<file path="src/rtl/reg_ld_arb.sv">
// Two-requester round-robin arbiter feeding one shared 16-bit load-enabled register.
// Define REQ_SYNC_EN to pass req0/req1 through two-flop synchronisers before the FSM.
module reg_ld_arb (
    input  logic        clk,
    input  logic        resetl,
    input  logic        req0,
    input  logic [0:15] dat0,
    output logic        ack0,
    input  logic        req1,
    input  logic [0:15] dat1,
    output logic        ack1,
    output logic        ld,
    output logic [0:15] d,
    output logic        owner,
    output logic        busy
);

    typedef enum logic [1:0] {
        ST_IDLE = 2'd0,
        ST_LOAD = 2'd1,
        ST_ACK  = 2'd2
    } state_t;

    state_t      state_q, state_d;
    logic        lp_q, lp_d;
    logic        owner_q, owner_d;
    logic [0:15] d_q, d_d;
    logic        ld_q, ld_d;
    logic        ack0_q, ack0_d;
    logic        ack1_q, ack1_d;
    logic        busy_q, busy_d;

    logic [1:0]  eff_req_s;
    logic        grant_vld_s;
    logic        grant_s;

`ifdef REQ_SYNC_EN
    logic [1:0]  sync1_q, sync1_d;
    logic [1:0]  sync2_q, sync2_d;
    logic        stale_q, stale_d;
    logic        mask_s;

    // Synchroniser stages plus the flag marking the IDLE cycle right after ACK
    always_ff @(posedge clk or negedge resetl) begin
        if (!resetl) begin
            sync1_q <= 2'b00;
            sync2_q <= 2'b00;
            stale_q <= 1'b0;
        end else begin
            sync1_q <= sync1_d;
            sync2_q <= sync2_d;
            stale_q <= stale_d;
        end
    end

    // The owner's synchronised request lags its ack, so mask it until it has drained
    always_comb begin
        sync1_d      = {req1, req0};
        sync2_d      = sync1_q;
        stale_d      = (state_q == ST_ACK);
        mask_s       = (state_q == ST_ACK) || stale_q;
        eff_req_s[0] = sync2_q[0] & ~(mask_s & ~owner_q);
        eff_req_s[1] = sync2_q[1] & ~(mask_s & owner_q);
    end
`else
    // Requests drive the arbiter directly
    always_comb begin
        eff_req_s = {req1, req0};
    end
`endif

    // Round-robin pick: on a tie the requester that was not served last wins
    always_comb begin
        grant_vld_s = 1'b0;
        grant_s     = 1'b0;
        case (eff_req_s)
            2'b01: begin
                grant_vld_s = 1'b1;
                grant_s     = 1'b0;
            end
            2'b10: begin
                grant_vld_s = 1'b1;
                grant_s     = 1'b1;
            end
            2'b11: begin
                grant_vld_s = 1'b1;
                grant_s     = ~lp_q;
            end
            default: begin
                grant_vld_s = 1'b0;
                grant_s     = 1'b0;
            end
        endcase
    end

    // Next state and next-cycle outputs; outputs are decoded from the state being entered
    always_comb begin
        state_d = state_q;
        lp_d    = lp_q;
        owner_d = owner_q;
        d_d     = d_q;
        ld_d    = 1'b0;
        ack0_d  = 1'b0;
        ack1_d  = 1'b0;
        busy_d  = 1'b0;
        case (state_q)
            ST_IDLE: begin
                if (grant_vld_s) begin
                    state_d = ST_LOAD;
                    owner_d = grant_s;
                    d_d     = grant_s ? dat1 : dat0;
                    ld_d    = 1'b1;
                    busy_d  = 1'b1;
                end else begin
                    state_d = ST_IDLE;
                end
            end
            ST_LOAD: begin
                state_d = ST_ACK;
                ack0_d  = ~owner_q;
                ack1_d  = owner_q;
                busy_d  = 1'b1;
            end
            ST_ACK: begin
                state_d = ST_IDLE;
                lp_d    = owner_q;
            end
            default: begin
                state_d = ST_IDLE;
            end
        endcase
    end

    // State and output registers; lp resets to 1 so requester 0 wins the first tie
    always_ff @(posedge clk or negedge resetl) begin
        if (!resetl) begin
            state_q <= ST_IDLE;
            lp_q    <= 1'b1;
            owner_q <= 1'b0;
            d_q     <= 16'h0000;
            ld_q    <= 1'b0;
            ack0_q  <= 1'b0;
            ack1_q  <= 1'b0;
            busy_q  <= 1'b0;
        end else begin
            state_q <= state_d;
            lp_q    <= lp_d;
            owner_q <= owner_d;
            d_q     <= d_d;
            ld_q    <= ld_d;
            ack0_q  <= ack0_d;
            ack1_q  <= ack1_d;
            busy_q  <= busy_d;
        end
    end

    assign ld    = ld_q;
    assign ack0  = ack0_q;
    assign ack1  = ack1_q;
    assign d     = d_q;
    assign owner = owner_q;
    assign busy  = busy_q;

endmodule

</file>
<file path="config.mk">
export PLATFORM = sky130hd
export DESIGN_NAME = reg_ld_arb
export DESIGN_NICKNAME = d
export VERILOG_FILES = /design/src/rtl/reg_ld_arb.sv
export SDC_FILE = /design/constraint.sdc
export NUM_CORES = 1
export LEC_CHECK = 0
export BUFFER_PORTS_ARGS = -buffer_cell sky130_fd_sc_hd__buf_4
export CAP_MARGIN = 20
export CORE_MARGIN = 2
export CORE_UTILIZATION = 40
export DETAILED_ROUTE_END_ITERATION = 16
export GPL_ROUTABILITY_DRIVEN = 0
export PLACE_DENSITY = 0.74
export SETUP_SLACK_MARGIN = 0.1
export SLEW_MARGIN = 20
export SYNTH_ARGS = -nofsm -noshare
export SYNTH_HDL_FRONTEND = slang
export SYNTH_SLANG_ARGS = --single-unit
</file>
<file path="constraint.sdc">
create_clock -name clk -period 1.6 [get_ports clk]
set_clock_uncertainty 0.05 [all_clocks]
set_input_delay 0.32 -clock clk [delete_from_list [all_inputs] [get_ports clk]]
set_output_delay 0.32 -clock clk [all_outputs]
set_load 0.01 [all_outputs]
</file>
==> metrics.txt, run 1 <==
outcome finished clean; share of cells above drive strength 1 0.752; fin crit share 0.984; flop-to-flop setup slack 0.03 ns; WL/cell 14.7 um; area grow syn2layout 51.4%; Peak Freq 635 MHz; crit path time final 1.57 ns; die span in y 57.1 um; Least-Margin Pin Slew 0.287 ns; hold_ws 0.313 ns; pin count of the biggest net entering global routing 24; CP Class flip-flop to flip-flop; Antenna Cells 0; Syn Std Cell Area 1130 um^2; std cell rows 19; YS warnings 0; post-synth top area cell dfrtp_1; drt first pass iters 4; initial core utilization 0.416; Antenna Nets Post-Route 0; vias in the first global route 844; Netlist cell types 17; via/cell ratio 4.96; Buffers on Ports 56; hpwl dp 1.74 mm; max-slew violations 0; global-route congestion overflow total 0; LEAKAGE 0.895 nW; CTS root buf clkbuf_4; Seq/Total Area, Yosys 0.511; pwr dens 1680 nW/um^2; main combinational cell family by area after synthesis multiplexers; CTS H-Tree Depth 1; clk slew on worst S/H paths 0.12 ns; Num CTS Buffers 3; Slew HR 0.809; mux cell area share after synthesis 0.388; CTS Sinks 23; GR Util All Layers 0.136; post-synthesis area per instance 16.1 um^2; core area 2710 um^2; # fillers 226; I/O Pins 57; DIE WIDTH 57.1 um; CP required 1.75 ns; Compound-Gate Fraction of Synth Area 0.0200; Post-Synthesis Cells 70; FF+latch count, synth 23; DRC 0; Clock Latency Late Sink 0.30 ns; crit path capture type flip-flop; Total Nets Final 170; max_cap viols 0; Post-Synth Simple-Gate Area 0.0399; Syn Nets 106; die area 3260 um^2; setup bufs post-CTS 0; post-synth top area share 0.488; CTS max path bufs 2; Worst EP arrival 1.72 ns; adder-cell share of the synthesized area 0; final hold vios 0; drt total wl 2.42 mm; VDD IR-drop max 1060 uV; initial antenna violation count 0; unrepaired setup endpoints after global routing true; global-route wire length before repair 3.44 mm; ranking of synthesized cells by area dfrtp_1 49%, mux2_4 24%, mux2_2 14%; power after layout 2.87 mW; Max Fanout on Critical Path 7; CP Launch Type flip-flop; DRT iter0 DRCs 16; # setup viols final 0; via count 814; CTS tree built; worst hold path class primary input to flip-flop; XOR/XNOR Fraction of Synth Area 0
-- area by class of cell --
type | instances | area [um^2] | share of cell area
sequential | 23 | 577 | 0.337
timing repair buffer | 62 | 495 | 0.290
tap | 31 | 38.8 | 0.0227
multi-input combinational | 42 | 564 | 0.330
clock buffer | 4 | 26.3 | 0.0154
inverter | 2 | 7.51 | 0.00439
-- cells in the final DEF, fill, tap and decap left out --
cell type      count
mux2i_1            1
buf_12             1
clkbuf_4           3
inv_1              2
dfstp_2            1
mux2_4            32
dfrtp_1           22
clkbuf_1           1
buf_4             58
dlygate4sd3_1      1
a21bo_4            1
nor2b_1            1
buf_8              2
nor2_1             1
or2_2              1
o21ai_0            1
nor3_4             1
and2_1             2
o31ai_1            1
-- worst paths after layout --
| check | startpoint | to | cells past startpoint |
|---|---|---|---|
| max in group asynchronous | resetl | lp_q | 2 |
| min reg2reg | d[12] | d[12] | 1 |
| max | lp_q | d[13] | 4 |
| max reg2reg | lp_q | d[13] | 4 |
| min in group asynchronous | resetl | d[14] | 2 |
| min | dat0[4] | d[4] | 3 |
-- synth_stat cells (all sizes together) --
cell / instances
a21bo: 1
and2: 2
buf: 3
dfrtp: 22
dfstp: 1
inv: 2
mux2: 32
mux2i: 1
nor2: 1
nor2b: 1
nor3: 1
o21ai: 1
o31ai: 1
or2: 1
-- state kept, by name (all words and copies together), names as in the netlist --
signal / cells
ack0: 1
d: 16
busy: 1
lp_q: 1
owner: 1
ld: 1
ack1: 1
state_q: 1
-- where the power goes --
part | leakage (nW) | internal [mW] | switching (mW) | total (mW)
Combinational | 0.608 | 0.995 | 0.564 | 1.56
Clock | 0.0150 | 0.0969 | 0.156 | 0.253
Sequential | 0.273 | 0.878 | 0.175 | 1.05
-- cells by family after synthesis --
family	Yosys count
flip-flops	23
multiplexers	33
AND/OR/NAND/NOR	6
buffers and inverters	5
AO/OA/AOI/OAI	3
-- critical path: stages (launching register included) --
cell     delay, ns
dfstp_2       0.56
a21bo_4       0.16
buf_8         0.14
mux2_4        0.31
mux2_4        0.26
-- repair_timing --
action	4_1_cts	5_1_grt
hold buffers	1	0
gates resized for setup	5	14
endpoints found under the setup margin	16	16
pin swaps	0	1
gates cloned	0	0
hold endpoints to repair	22	0
-- layer usage --
metal,vias up,routed length (um),track usage
li1,369,-,-
met1,402,932,0.151
met2,43,1260,0.261
met3,0,224,0.0454
met4,0,0,0.00997
met5,-,0,0
-- per-stage QoR --
step	utilization	TNS, ns	worst slack (ns)	std cells	instance area (um^2)
2_1_floorplan	-	0	0.0191	70	1130
3_3_place_gp	0.590	0	0.0229	159	1600
3_5_place_dp	0.590	-0.196	-0.0299	159	1600
4_1_cts	0.611	0	0.0203	164	1660
5_1_grt	0.631	-0.0967	-0.0197	164	1710
6_report	0.631	0	0.0253	164	1710
No activity file was read; power rests on OpenSTA's default activity.
==> run 2, diff against run 1 <==
==> constraint.sdc (replaced) <==
create_clock -name clk -period 1.4 [get_ports clk]
set_clock_uncertainty 0.05 [all_clocks]
set_input_delay 0.28 -clock clk [delete_from_list [all_inputs] [get_ports clk]]
set_output_delay 0.28 -clock clk [all_outputs]
set_load 0.01 [all_outputs]
==> run 2 against run 1 <==
Against the previous run:
- the run now ends with setup timing left
- first-iteration DRC count down 50%
- non-clock buffer count unchanged
- via count up 0.49%
- hold slack worse by 0.043 ns
- final area about the same
- register-to-register slack worse by 0.19 ns
- routed wire length down 3.6%
- critical path type unchanged
- critical endpoint is now d[3]
- largest cell class unchanged
==> metrics.txt, run 2 (same netlist as run 1, synthesis figures left out) <==
outcome finished, violations left; failing checks setup timing; CTS Sinks 23 (unchanged); hpwl dp 1.75 mm (+0.37%); CP Launch Type flip-flop; Peak Freq 640 MHz (+0.78%); share of cells above drive strength 1 0.759 (+0.00752); global-route congestion overflow total 0 (unchanged); final hold vios 0 (unchanged); drt first pass iters 4 (unchanged); via/cell ratio 4.99 (+0.49%); Critical Path End d[3]; WL/cell 14.2 um (-3.6%); global-route wire length before repair 4.00 mm (+16%); die area 3260 um^2 (unchanged); Least-Margin Pin Slew 0.288 ns (+0.00103 ns); post-route cell area 1710 um^2 (about the same); clk slew on worst S/H paths 0.12 ns (about the same); GR Util All Layers 0.157 (+0.0211); post-route setup TNS -2.25 ns (-2.25 ns); Setup WS post-layout -0.163 ns (-0.188 ns); pin count of the biggest net entering global routing 24 (unchanged); CTS max path bufs 2 (unchanged); initial core utilization 0.416 (unchanged); CP Class flip-flop to flip-flop; dpl cell area 1610 um^2 (+0.86%); drt total wl 2.33 mm (-3.6%); max reg flops 16 (unchanged); Total Nets Final 170 (unchanged); CTS tree built; I/O Pins 57 (unchanged); Reg area 578 um^2 (+0.22%); Slew HR 0.808 (about the same); fin crit share 1.12 (+0.132); setup bufs post-CTS 0 (unchanged); crit path from lp_q; DRT iter0 DRCs 8 (-8); hold_ws 0.270 ns (-0.0431 ns); area grow syn2layout 51.3% (about the same); CTS H-Tree Depth 1 (unchanged); max-slew violations 0 (unchanged); # fillers 231 (+2.2%); unrepaired setup endpoints after global routing true; worst hold path class primary input to flip-flop; CTS root buf clkbuf_4; initial antenna violation count 0 (unchanged); core area 2710 um^2 (unchanged); DP Worst Slack -0.221 ns (-0.191 ns); Antenna Nets Post-Route 0 (unchanged); die span in y 57.1 um (unchanged); most frequent cells in the layout 59 x buf_4, 32 x mux2_4, 21 x dfrtp_1; DIE WIDTH 57.1 um (unchanged); max_cap viols 0 (unchanged); Clock Latency Late Sink 0.30 ns (about the same); Worst Min Path Start dat1[6]; most common cell after layout, fill and taps aside buf_4; Antenna Cells 0 (unchanged); crit path time final 1.56 ns (-0.0121 ns); worst r2r src lp_q; vias in the first global route 884 (+4.7%); CP required 1.54 ns (-0.21 ns); pwr dens 1910 nW/um^2 (+14%); Num CTS Buffers 3 (unchanged); multi-input logic area 564 um^2 (unchanged); Reg-to-Reg End d[3]; # setup viols final 16 (+16); crit path capture type flip-flop; Max Fanout on Critical Path 10 (+3); Register-to-Register Path Depth 4 (unchanged); DRC 0 (unchanged); Worst EP arrival 1.71 ns (about the same); LEAKAGE 0.895 nW (about the same); std cell rows 19 (unchanged); via count 818 (+0.49%); Buffers on Ports 56 (unchanged); VDD IR-drop max 1170 uV (+9.9%); flop-to-flop setup slack -0.16 ns (-0.19 ns)
==> run 2: cell count changes in the layout (fill, tap and decap cells not counted) <==
cell     delta
dfrtp_2     +1
buf_4       +1
dfrtp_1     -1
buf_12      +1
buf_8       -2
==> run 2: repair_timing <==
item,CTS,global route
hold buffers,1,0
resized for setup,15,1
endpoints found under the hold margin,22,0
setup endpoints to repair,16,16
==> run 2: critical path: stages, from the launching register on <==
cell	delay [ns]
dfstp_2	0.55
a21bo_4	0.15
buf_12	0.15
mux2_4	0.31
mux2_4	0.26
==> run 2: metrics by stage <==
step,cells,utilization,power (mW)
finish,164,0.630,3.26
global route,164,0.630,3.49
CTS,164,0.629,3.29
detailed placement,159,0.595,2.86
global placement,159,0.595,2.81
floorplan,70,-,2.13
==> run 2: layout make-up <==
cell class,count,share of cell area
clock buffer,4,0.0154
inverter,2,0.00440
multi-input combinational,42,0.330
sequential,23,0.338
tap,31,0.0227
timing repair buffer,62,0.289
==> run 2: metal layers <==
layer / vias up / track usage / wire (um)
li1: 372 / - / -
met1: 407 / 0.196 / 926
met2: 39 / 0.269 / 1200
met3: 0 / 0.0363 / 205
met4: 0 / 0.0498 / 0
met5: - / 0 / 0
==> run 2: worst min-delay path by stage <==
stage | endpoint | slack (ns) | cells after the start
CTS | d[6] | 0.26 | 3
finish | d[6] | 0.27 | 3
global placement | d[7] | 0.13 | 1
detailed placement | d[9] | 0.14 | 1
global route | d[2] | 0.24 | 3
floorplan | ack0 | -0.07 | 0
==> run 2: report_power, final <==
part	internal, mW	switching, mW	total, mW	leakage, nW
Combinational	1.12	0.628	1.75	0.608
Clock	0.111	0.180	0.291	0.0150
Sequential	1.01	0.208	1.22	0.271
==> run 3, diff against run 2 <==
--- a/config.mk
+++ b/config.mk
@@ -12,6 +12,7 @@
 export DETAILED_ROUTE_END_ITERATION = 16
 export GPL_ROUTABILITY_DRIVEN = 0
 export PLACE_DENSITY = 0.74
+export RECOVER_POWER = 50
 export SETUP_SLACK_MARGIN = 0.1
 export SLEW_MARGIN = 20
 export SYNTH_ARGS = -nofsm -noshare
==> run 3 against run 2 <==
Against the previous run:
- the flow still finishes with violations (setup timing)
- final area fell by 0.22%
- die area unchanged
- final cell count unchanged
- register-to-register slack barely moved
- utilization is 0.14 points lower
- sequential power about the same
- hold slack stayed put
- critical path type unchanged
- largest power group unchanged
==> metrics.txt, run 3 (same netlist as run 1, synthesis figures left out) <==
# fillers 233 (+0.87%); die span in y 57.1 um (unchanged); vias in the first global route 884 (unchanged); global-route wire length before repair 4.00 mm (unchanged); max reg flops 16 (unchanged); via/cell ratio 4.99 (unchanged); hold_ws 0.270 ns (unchanged); Total Nets Final 170 (unchanged); DRC 0 (unchanged); most frequent cells in the layout 58 x buf_4, 32 x mux2_4, 22 x dfrtp_1; initial antenna violation count 0 (unchanged); CTS H-Tree Depth 1 (unchanged); Sequential Power Share 0.373 (about the same); Buffers on Ports 56 (unchanged); combinational fraction of design power 0.538 (about the same); max-slew violations 0 (unchanged); hpwl dp 1.75 mm (unchanged); Setup WS post-layout -0.163 ns (-0.00000100 ns); hold endpoint d[6]; Least-Margin Pin Slew 0.557 ns (+0.269 ns); CTS max path bufs 2 (unchanged); Finished Core Util 0.629 (-0.00139); VDD IR-drop max 1170 uV (about the same); worst r2r src lp_q; DRT iter0 DRCs 8 (unchanged); hold depth 3 (unchanged); Antenna Cells 0 (unchanged); # setup viols final 16 (unchanged); share of cells above drive strength 1 0.752 (-0.00752); CP Launch Type flip-flop; Antenna Nets Post-Route 0 (unchanged); crit path capture type flip-flop; Clock Latency Late Sink 0.30 ns (about the same); area grow syn2layout 51.0%; most common cell after layout, fill and taps aside buf_4; CTS tree built; WL/cell 14.2 um (about the same); LEAKAGE 0.895 nW (about the same); final hold vios 0 (unchanged); die area 3260 um^2 (unchanged); Sw Share 0.312 (+0.000380); flop-to-flop setup slack -0.16 ns (about the same); I/O Pins 57 (unchanged); clock group share of total power 0.090 (about the same); failing checks setup timing; max_cap viols 0 (unchanged); CP required 1.54 ns (about the same); Num CTS Buffers 3 (unchanged); CTS Sinks 23 (unchanged); drt first pass iters 4 (unchanged); clk slew on worst S/H paths 0.12 ns (about the same); CP Class flip-flop to flip-flop; power after layout 3.25 mW (-0.13%); net switching power 1.02 mW (about the same); unrepaired setup endpoints after global routing true; outcome finished, violations left; Worst EP arrival 1.71 ns (about the same); Max Fanout on Critical Path 10 (unchanged); CTS root buf clkbuf_4; GR Util All Layers 0.157 (unchanged); core area 2710 um^2 (unchanged); drt total wl 2.33 mm (about the same); pin count of the biggest net entering global routing 24 (unchanged); Slew HR 0.629 (-0.180); pwr dens 1910 nW/um^2 (about the same); DP Worst Slack -0.221 ns (unchanged); Worst Min Path Start dat1[6]; via count 818 (unchanged); std cell rows 19 (unchanged); fin crit share 1.12 (about the same); Reg-to-Reg End d[3]; Peak Freq 640 MHz (unchanged); Int Power 2.24 mW (-0.19%); initial core utilization 0.416 (unchanged); DIE WIDTH 57.1 um (unchanged); global-route congestion overflow total 0 (unchanged); crit path time final 1.56 ns (+0.00000100 ns); Register-to-Register Path Depth 4 (unchanged); worst hold path class primary input to flip-flop
[run 3: area by class of cell]
class	instances	area (um^2)	area share
Sequential cell	23	577	0.338
Inverter	2	7.51	0.00441
Tap cell	31	38.8	0.0228
Multi-Input combinational cell	42	564	0.331
Timing Repair Buffer	62	490	0.288
Clock buffer	4	26.3	0.0154
[run 3: worst max-delay path by stage]
stage	slack [ns]	start	cells after the start	to
2_1_floorplan	-0.18	lp_q	5	d[0]
3_3_place_gp	-0.19	lp_q	4	d[1]
3_5_place_dp	-0.22	lp_q	4	d[3]
4_1_cts	-0.17	lp_q	4	d[3]
5_1_grt	-0.19	lp_q	4	d[3]
6_report	-0.16	lp_q	4	d[3]
[run 3: layer usage]
layer	vias up	share of wire	GRT usage
li1	372	-	-
met1	407	0.40	0.196
met2	39	0.51	0.269
met3	0	0.088	0.0363
met4	0	0	0.0498
met5	-	0	0
[run 3: worst max-delay path, cell delays in order, from the launching register on]
cell	delay, ns
dfstp_2	0.55
a21bo_4	0.15
buf_12	0.15
mux2_4	0.31
mux2_4	0.26
[run 3: through the flow]
step / TNS [ns] / instances / instance area [um^2]
after detailed placement: -3.25 / 159 / 1610
after CTS: -2.36 / 164 / 1700
after floorplan: -2.19 / 70 / 1130
after global placement: -2.95 / 159 / 1610
final: -2.25 / 164 / 1700
after global routing: -2.71 / 164 / 1700
[run 3: power groups by stage]
stage / registers [mW] / logic, mW / clock network, mW
2_1_floorplan: 1.34 / 0.788 / 0
3_3_place_gp: 1.21 / 1.60 / 0
3_5_place_dp: 1.22 / 1.64 / 0
4_1_cts: 1.22 / 1.76 / 0.311
5_1_grt: 1.26 / 1.87 / 0.354
6_report: 1.21 / 1.75 / 0.291
[run 3: what timing repair did]
item                                    in CTS  in global routing
setup buffers                                0                  0
pin swaps                                    0                  0
hold endpoints to repair                    22                  0
gates resized for setup                     15                  1
endpoints found under the setup margin      16                 16
hold buffers                                 1                  0
